## config.mk

```make
export PLATFORM = sky130hd
export DESIGN_NAME = ksa_pipe_flat
export DESIGN_NICKNAME = d
export VERILOG_FILES = /design/src/rtl/ksa_pipe_if.sv /design/src/rtl/ksa_pipe.sv /design/src/flat_wrapper.sv
export SDC_FILE = /design/constraint.sdc
export NUM_CORES = 1
export LEC_CHECK = 0
export ABC_AREA = 1
export CAP_MARGIN = 20
export CORE_ASPECT_RATIO = 1.25
export CORE_MARGIN = 4
export CORE_UTILIZATION = 60
export CTS_BUF_LIST = sky130_fd_sc_hd__clkbuf_4 sky130_fd_sc_hd__clkbuf_8
export DETAILED_ROUTE_END_ITERATION = 6
export GPL_TIMING_DRIVEN = 1
export PLACE_DENSITY = 0.85
export SYNTH_ARGS = -nofsm -noshare
export SYNTH_HDL_FRONTEND = slang
export SYNTH_SLANG_ARGS = --single-unit
```

## constraint.sdc

```tcl
create_clock -name clk -period 2.6 [get_ports clk]
set_input_delay 0.52 -clock clk [delete_from_list [all_inputs] [get_ports clk]]
set_output_delay 0.52 -clock clk [all_outputs]
set_load 0.05 [all_outputs]
```

## src/rtl/ksa_pipe_if.sv

```systemverilog
// Operand/result handshake bundle for ksa_pipe: producer-side beat (valid/ready,
// operands, mode, tag) and consumer-side result (valid/ready, sum, flags, tag).
interface ksa_pipe_if #(
  parameter int N     = 4,
  parameter int TAG_W = 1
);
  logic             in_valid;
  logic             in_ready;
  logic [N-1:0]     a;
  logic [N-1:0]     b;
  logic             cin;
  logic             sub;
  logic [TAG_W-1:0] tag_in;
  logic             out_valid;
  logic             out_ready;
  logic [N-1:0]     s;
  logic             cout;
  logic             ovf;
  logic [TAG_W-1:0] tag_out;

  modport master (
    output in_valid, a, b, cin, sub, tag_in, out_ready,
    input  in_ready, out_valid, s, cout, ovf, tag_out
  );

  modport slave (
    input  in_valid, a, b, cin, sub, tag_in, out_ready,
    output in_ready, out_valid, s, cout, ovf, tag_out
  );
endinterface

```

## src/rtl/ksa_pipe.sv

```systemverilog
// Pipelined Kogge-Stone adder/subtractor with valid/ready flow control.
// Stage 0 forms (g, p); prefix levels are grouped LPS per registered stage.
module ksa_pipe #(
  parameter int N     = 4,
  parameter int LPS   = 1,
  parameter int TAG_W = 1
) (
  input logic       clk,
  input logic       reset_n,
  ksa_pipe_if.slave bus
);
  localparam int K = $clog2(N);
  localparam int P = (K + LPS - 1) / LPS;

  typedef struct packed {
    logic [N-1:0] g;
    logic [N-1:0] p;
  } gp_t;

  // One Kogge-Stone level. Spans that run past bit 0 get p=0, which is exactly the
  // virtual bit -1 (g=c0, p=0); their g was already completed via the bit-0 fold.
  function automatic gp_t prefix_level(input gp_t x, input int lvl);
    gp_t y;
    int  d;
    d   = 32'sd1 << lvl;
    y.g = x.g | (x.p & (x.g << d));
    y.p = x.p & (x.p << d);
    return y;
  endfunction

  logic             en;
  logic [N-1:0]     b_eff;
  logic             c0_in;

  logic [N-1:0]     g_d   [0:P];
  logic [N-1:0]     p_d   [0:P];
  logic [N-1:0]     pr_d  [0:P];
  logic             c0_d  [0:P];
  logic [TAG_W-1:0] tag_d [0:P];
  logic             v_d   [0:P];

  logic [N-1:0]     g_q   [0:P];
  logic [N-1:0]     p_q   [0:P];
  logic [N-1:0]     pr_q  [0:P];
  logic             c0_q  [0:P];
  logic [TAG_W-1:0] tag_q [0:P];
  logic             v_q   [0:P];

  logic [N-1:0]     cy_s;
  logic [N-1:0]     sum_s;
  logic             cout_s;
  logic             ovf_s;

  logic             out_v_q;
  logic [N-1:0]     s_q;
  logic             cout_q;
  logic             ovf_q;
  logic [TAG_W-1:0] tag_out_q;

  // Stage 0 operand conditioning plus the prefix levels feeding every later stage.
  always_comb begin
    gp_t gp;
    if (bus.sub) begin
      b_eff = ~bus.b;
      c0_in = 1'b1;
    end else begin
      b_eff = bus.b;
      c0_in = bus.cin;
    end

    g_d[0]    = bus.a & b_eff;
    p_d[0]    = bus.a ^ b_eff;
    g_d[0][0] = g_d[0][0] | (p_d[0][0] & c0_in);
    pr_d[0]   = p_d[0];
    c0_d[0]   = c0_in;
    tag_d[0]  = bus.tag_in;
    v_d[0]    = bus.in_valid;

    for (int j = 1; j <= P; j++) begin
      gp.g = g_q[j-1];
      gp.p = p_q[j-1];
      // The last stage is short when K is not a multiple of LPS.
      for (int l = (j - 1) * LPS; l < ((j * LPS < K) ? j * LPS : K); l++) begin
        gp = prefix_level(gp, l);
      end
      g_d[j]   = gp.g;
      p_d[j]   = gp.p;
      pr_d[j]  = pr_q[j-1];
      c0_d[j]  = c0_q[j-1];
      tag_d[j] = tag_q[j-1];
      v_d[j]   = v_q[j-1];
    end
  end

  // Carries from the completed prefix: bit 0 sees c0, bit i sees G[i-1:-1].
  always_comb begin
    cy_s   = {g_q[P][N-2:0], c0_q[P]};
    sum_s  = pr_q[P] ^ cy_s;
    cout_s = g_q[P][N-1];
    ovf_s  = cy_s[N-1] ^ g_q[P][N-1];
  end

  // Pipeline and output registers; a stall freezes every stage including valids.
  always_ff @(posedge clk or negedge reset_n) begin
    if (!reset_n) begin
      for (int j = 0; j <= P; j++) begin
        g_q[j]   <= {N{1'b0}};
        p_q[j]   <= {N{1'b0}};
        pr_q[j]  <= {N{1'b0}};
        c0_q[j]  <= 1'b0;
        tag_q[j] <= {TAG_W{1'b0}};
        v_q[j]   <= 1'b0;
      end
      out_v_q   <= 1'b0;
      s_q       <= {N{1'b0}};
      cout_q    <= 1'b0;
      ovf_q     <= 1'b0;
      tag_out_q <= {TAG_W{1'b0}};
    end else if (en) begin
      for (int j = 0; j <= P; j++) begin
        g_q[j]   <= g_d[j];
        p_q[j]   <= p_d[j];
        pr_q[j]  <= pr_d[j];
        c0_q[j]  <= c0_d[j];
        tag_q[j] <= tag_d[j];
        v_q[j]   <= v_d[j];
      end
      out_v_q   <= v_q[P];
      s_q       <= sum_s;
      cout_q    <= cout_s;
      ovf_q     <= ovf_s;
      tag_out_q <= tag_q[P];
    end
  end

  // in_ready follows out_ready combinationally; it never looks at in_valid.
  assign en            = ~out_v_q | bus.out_ready;
  assign bus.in_ready  = en;
  assign bus.out_valid = out_v_q;
  assign bus.s         = s_q;
  assign bus.cout      = cout_q;
  assign bus.ovf       = ovf_q;
  assign bus.tag_out   = tag_out_q;
endmodule
```

## src/flat_wrapper.sv

```systemverilog
// flat-port wrapper written by rule: the top's interface ports become plain ports
module ksa_pipe_flat 
#(
  parameter int N     = 4,
  parameter int LPS   = 1,
  parameter int TAG_W = 1
)
  (clk, reset_n, bus_in_valid, bus_a, bus_b, bus_cin, bus_sub, bus_tag_in, bus_out_ready, bus_in_ready, bus_out_valid, bus_s, bus_cout, bus_ovf, bus_tag_out);
  ksa_pipe_if #(.N(N), .TAG_W(TAG_W)) bus_i ();
  input logic clk;
  input logic reset_n;
  input wire logic [$bits(bus_i.in_valid)-1:0] bus_in_valid;
  input wire logic [$bits(bus_i.a)-1:0] bus_a;
  input wire logic [$bits(bus_i.b)-1:0] bus_b;
  input wire logic [$bits(bus_i.cin)-1:0] bus_cin;
  input wire logic [$bits(bus_i.sub)-1:0] bus_sub;
  input wire logic [$bits(bus_i.tag_in)-1:0] bus_tag_in;
  input wire logic [$bits(bus_i.out_ready)-1:0] bus_out_ready;
  output wire logic [$bits(bus_i.in_ready)-1:0] bus_in_ready;
  output wire logic [$bits(bus_i.out_valid)-1:0] bus_out_valid;
  output wire logic [$bits(bus_i.s)-1:0] bus_s;
  output wire logic [$bits(bus_i.cout)-1:0] bus_cout;
  output wire logic [$bits(bus_i.ovf)-1:0] bus_ovf;
  output wire logic [$bits(bus_i.tag_out)-1:0] bus_tag_out;
  assign bus_i.in_valid = bus_in_valid;
  assign bus_i.a = bus_a;
  assign bus_i.b = bus_b;
  assign bus_i.cin = bus_cin;
  assign bus_i.sub = bus_sub;
  assign bus_i.tag_in = bus_tag_in;
  assign bus_i.out_ready = bus_out_ready;
  assign bus_in_ready = bus_i.in_ready;
  assign bus_out_valid = bus_i.out_valid;
  assign bus_s = bus_i.s;
  assign bus_cout = bus_i.cout;
  assign bus_ovf = bus_i.ovf;
  assign bus_tag_out = bus_i.tag_out;
  ksa_pipe #(.N(N), .LPS(LPS), .TAG_W(TAG_W)) u_core (.clk(clk), .reset_n(reset_n), .bus(bus_i));
endmodule
```

==> results of run 1 <==
==> area by class of cell <==
type / count / area (µm²)
well taps: 36 / 45.0
clock inverters: 2 / 35.0
multi-input cells: 127 / 671
repair buffers: 25 / 250
inverters: 20 / 75.1
clock buffers: 6 / 51.3
fillers: 218 / 797
flip-flops and latches: 43 / 1080
==> state kept, by name (all words and copies together) (netlist names), 2 cells and up <==
register and flops:
u_core.tag_d 2, u_core.c0_d 2, u_core.pr_q 4, u_core.bus.s 4
u_core.p_q 6, u_core.v_d 2, u_core.cy_s 3, u_core.pr_d 4
u_core.g_q 8
==> Yosys cell counts <==
library cell  number  area [µm²]
inv_2              1        3.75
o21ai_0            5        25.0
a21oi_1            5        25.0
inv_1             19        71.3
nand3_2            7        70.1
ha_1               4        50.1
nor2_1             5        18.8
buf_2              5        25.0
o21ai_2           14         123
buf_12             1        20.0
xor2_1             4        35.0
nand2_2            1        6.26
nand2_1           74         278
o21ai_1            8        40.0
dfrtp_1           43        1080
buf_6              4        45.0
==> routing by layer <==
metal / vias up / share of wire [%] / routed length, µm / global-route usage (%)
met4: 0 / 1.6 / 51 / 6.19
li1: 662 / - / - / -
met3: 5 / 4.9 / 154 / 4.93
met1: 656 / 44 / 1370 / 21.2
met5: - / 0 / 0 / 0
met2: 26 / 49 / 1540 / 30.3
==> worst reg2reg max path, cell delays in order, from the launching register on <==
cell and delay [ps]:
dfrtp_1 390, nand2_2 150, inv_2 470, nand2_1 130, o21ai_0 100
==> logic make-up (layout without fill, tap and decap cells) <==
group,after synthesis,in the layout
fa+ha+maj,4,4
flops,43,43
simple gates,87,87
compound gates,32,32
buf+inv,30,53
xor+xnor,4,4
==> power by group <==
group	switching, µW	internal (µW)
registers	178	960
clock network	206	227
logic	681	370
total	1070	1560
==> path summary, 6_finish.rpt <==
path | from | to | slack [ps] | cells past startpoint
max | u_core.bus.tag_out | bus_tag_out | 530 | 1
min | reset_n | u_core.pr_q[2] | 300 | 1
max reg2reg | u_core.bus.out_valid | u_core.pr_d[0] | 1270 | 4
min reg2reg | u_core.g_q[11] | u_core.g_q[11] | 490 | 2
max in group asynchronous | reset_n | u_core.g_q[5] | 1740 | 1
min in group clk | u_core.g_q[11] | u_core.g_q[11] | 490 | 2
==> through the flow <==
stage | worst slack [ps] | instances | total power (µW) | hold WS [ps]
2_1_floorplan | 1020 | 200 | 1940 | 224
3_3_place_gp | 722 | 251 | 2150 | 455
3_5_place_dp | 653 | 251 | 2210 | 463
4_1_cts | 514 | 259 | 2650 | 318
5_1_grt | 461 | 259 | 2820 | 350
6_report | 526 | 259 | 2620 | 295
==> placed cells by master (no fill, tap or decap), types with 4 or more instances in the layout <==
cell / synthesis / layout
xor2_1: 4 / 4
nand2_1: 74 / 74
ha_1: 4 / 4
o21ai_1: 8 / 8
a21oi_1: 5 / 5
inv_1: 19 / 19
clkbuf_4: 0 / 5
o21ai_0: 5 / 5
nor2_1: 5 / 5
dfrtp_1: 43 / 43
nand3_2: 7 / 7
o21ai_2: 14 / 14
clkdlybuf4s50_1: 0 / 21
==> flow_summary.toml, run 1 <==
[grt]
grt_max_degree = 44
overflow = 0
grt_pass1_vias = 1330
antenna_found_initial = 0
grt_pass1_wl_mm = 5.66
grt_use_total_pct = 17.8

[cells_and_area]
drive_gt1_share_pct = 15.7
fin_nets = 241
fin_util_pct = 73.4
area_delta_synth_final_pct = 15.2
diodes = 0
design_area_mm2 = 0.00220

[logic_synthesis]
yosysUniqueCellTypes = 16
synthCells = 200
synth.net_count = 219
synth_compound_area_share_pct = 11.1
synth_fa_ha_area_share_pct = 2.62
synth-simple-area-share_pct = 19.5
ys_warn_count = 0
synth_top_family_by_area = "simple AND/OR/NAND/NOR gates"
synthMuxAreaShare_pct = 0
synthXorXnorAreaFrac_pct = 1.83
synth-seq-cells = 43
syn_area_per_cell_um2 = 9.56
seq_area_frac_synth_pct = 56.3
syn-cell-area_mm2 = 0.00191

[die]
rows = 22
dieArea_mm2 = 0.00416
core_area_mm2 = 0.00300
die-width_um = 58.5
initial_core_util_pct = 63.7
io_pins = 24
die_y_um = 71.1

[worst_setup_path]
worst-endpoint-required_ps = 2080
start_kind = "flop"
arrival_ps = 1550
crit_slowest_cell = "clkdlybuf4s50_1"
cp_cell_sequence = "clkdlybuf4s50_1"
worst-path-max-fanout = 2
critPathKind = "reg -> out"
crit_family = "buffers and inverters"
max_stage_delay_ps = 810
cp-end-kind = "output port"
cp_num_buf_inv = 1

[power]
p_leak_uw = 0.00111
power_density_mw_per_mm2 = 1190
worst_ir_drop_vdd_uv = 841

[cts]
clock_latency_ps = 350
cts_setup_buffers = 0
numCtsBuffers = 5
hold_buffers = 0
cts-resized-gates = 0
cts.sinks = 43
cts_tree = "yes"
cts.clk_slew.worst_paths_ps = 130
h-tree-depth = 2
root_buffer = "clkbuf_4"
cts_max_path_buffers = 2

[route]
final_antenna_net_count = 0
vias_per_cell = 5.21
vias = 1349
routed_wl_mm = 3.12
route.detailed.drc = 0
drt_first_iter_violations = 34
drt-wirelength-per-cell_um = 12.0
first_pass_iters = 4

[sta]
finalSetupViolations = 0
post-route-period-util_pct = 79.8
max_slew_margin_pct = 38.9
skew_ps = 13.1
min_period_ps = 2070
hold_viol = 0
report.final.slew_viol_count = 0
fmax_mhz = 482
setup_tns_ps = 0
tightest_slew_ps = 916
rsz0062_at_grt = "false"

[place]
dpl-instance-area_mm2 = 0.00212
io_buffers = 23
place.detailed.hpwl_mm = 2.25
place.gp.congestion = 0.724

[hold_path]
hold_class = "in -> async"

[run_status]
status = "completed"

[flow_run]
cap_violations = 0
Power figures use the tool's default switching activity.
==> run 2: changes to the inputs <==
Settings changed: CORE_UTILIZATION 60 to 51, PLACE_DENSITY 0.85 to 0.77.
Clock period 2.6 ns to 1.8 ns, I/O delays scaled along.
==> flow_summary.toml, run 2 (synthesis gave the netlist of run 1 again) <==
[die]
rows = 24
core_area_mm2 = 0.00354
initial_core_util_pct = 54.0
die-width_um = 62.8
die_y_um = 76.5
io_pins = 24
dieArea_mm2 = 0.00480

[cells_and_area]
top_regs = "u_core.g_q x8, u_core.p_q x6"
largest_reg_flops = 8
fillerInstances = 291
fin_util_pct = 64.0
area_delta_synth_final_pct = 18.6
final_cell_mix = "74 x nand2_1, 43 x dfrtp_1, 19 x inv_1"
drive_gt1_share_pct = 21.1
final_common_cell = "nand2_1"
fin_nets = 246
diodes = 0
largest_register = "u_core.g_q"

[place]
place.detailed.hpwl_mm = 2.03
dp_slack_ps = 53.2
place.gp.congestion = 0.684
io_buffers = 23

[route]
drt-wirelength-per-cell_um = 10.8
final_antenna_net_count = 0
route.detailed.drc = 0
vias = 1273
first_pass_iters = 4
routed_wl_mm = 2.88
drt_first_iter_violations = 42
vias_per_cell = 4.77

[sta]
rsz0062_at_grt = "false"
holdWs_ps = 29.6
report.final.slew_viol_count = 0
setup_tns_ps = 0
hold_viol = 0
max_slew_margin_pct = 84.1
fmax_mhz = 630
post-route-period-util_pct = 88.2
min_period_ps = 1590
skew_ps = 2.32
tightest_slew_ps = 238
fin_ws_ps = 213
finalSetupViolations = 0

[worst_setup_path]
arrival_ps = 1230
worst-endpoint-required_ps = 1440
start_kind = "input pin"
r2r_end = "u_core.tag_q[0]"
critPathKind = "in -> out"
r2r_cells = 4
cp-end-kind = "output port"
rrSetupSlack_ps = 670
crit_end = "bus_in_ready"
crit_path_start = "bus_out_ready"
r2r-start = "u_core.bus.out_valid"
worst-path-max-fanout = 8

[cts]
cts_setup_buffers = 0
cts.sinks = 43
h-tree-depth = 2
root_buffer = "clkbuf_8"
cts.clk_slew.worst_paths_ps = 70
numCtsBuffers = 5
cts-resized-gates = 0
cts_max_path_buffers = 2
clock_latency_ps = 280
hold_buffers = 0
cts_tree = "yes"

[grt]
antenna_found_initial = 0
grt_pass1_wl_mm = 5.26
grt_max_degree = 44
overflow = 0
grt_use_total_pct = 13.7
grt_pass1_vias = 1255

[flow_run]
cap_violations = 0

[hold_path]
hold_class = "in -> async"

[power]
power_uw = 3820
power_density_mw_per_mm2 = 1690
worst_ir_drop_vdd_uv = 843
p_leak_uw = 0.00115

[run_status]
status = "completed"
run 2: cell count changes in the layout (fill, tap and decap cells not counted), moves of 2 or more:
cell and delta:
buf_12 +2, buf_4 +11, clkbuf_4 -4, clkbuf_8 +6, clkdlybuf4s50_1 -8
run 2: per-stage QoR:
stage / cells / area, µm²
after floorplan: 200 / 1910
after global placement: 259 / 2160
after detailed placement: 259 / 2160
after CTS: 267 / 2270
after global routing: 267 / 2270
final: 267 / 2270
run 2: how the worst min path moves through the flow:
stage | startpoint | end | slack, ps | cells after the start
floorplan | reset_n | u_core.bus.cout | 60 | 0
global placement | reset_n | u_core.pr_d[3] | 350 | 2
detailed placement | reset_n | u_core.pr_d[3] | 350 | 2
CTS | reset_n | u_core.pr_q[3] | 40 | 2
global route | reset_n | u_core.g_q[7] | 40 | 2
finish | reset_n | u_core.g_q[7] | 30 | 2
run 2: cell type report:
type / count / area (µm²) / area share (%)
sequential: 43 / 1080 / 47.5
timing repair buffer: 30 / 293 / 12.9
clock buffer: 8 / 104 / 4.58
tap: 39 / 48.8 / 2.15
multi-input combinational: 127 / 671 / 29.6
inverter: 20 / 75.1 / 3.31
run 2: power by group:
part,switching (µW),total (µW),internal (µW)
Clock,294,659,365
Sequential,240,1630,1390
Combinational,981,1540,555
Total,1520,3820,2310
run 2: routing by layer:
metal,global-route usage (%),wire length [µm],vias up
met2,23.4,1370,27
met3,3.10,126,6
met5,0,0,-
met1,16.2,1320,572
li1,-,-,668
met4,6.62,63,0
run 2: critical path, cell delays in order:
cell             delay [ps]
clkdlybuf4s50_1         460
inv_1                    50
nand2_2                 190
buf_12                  170
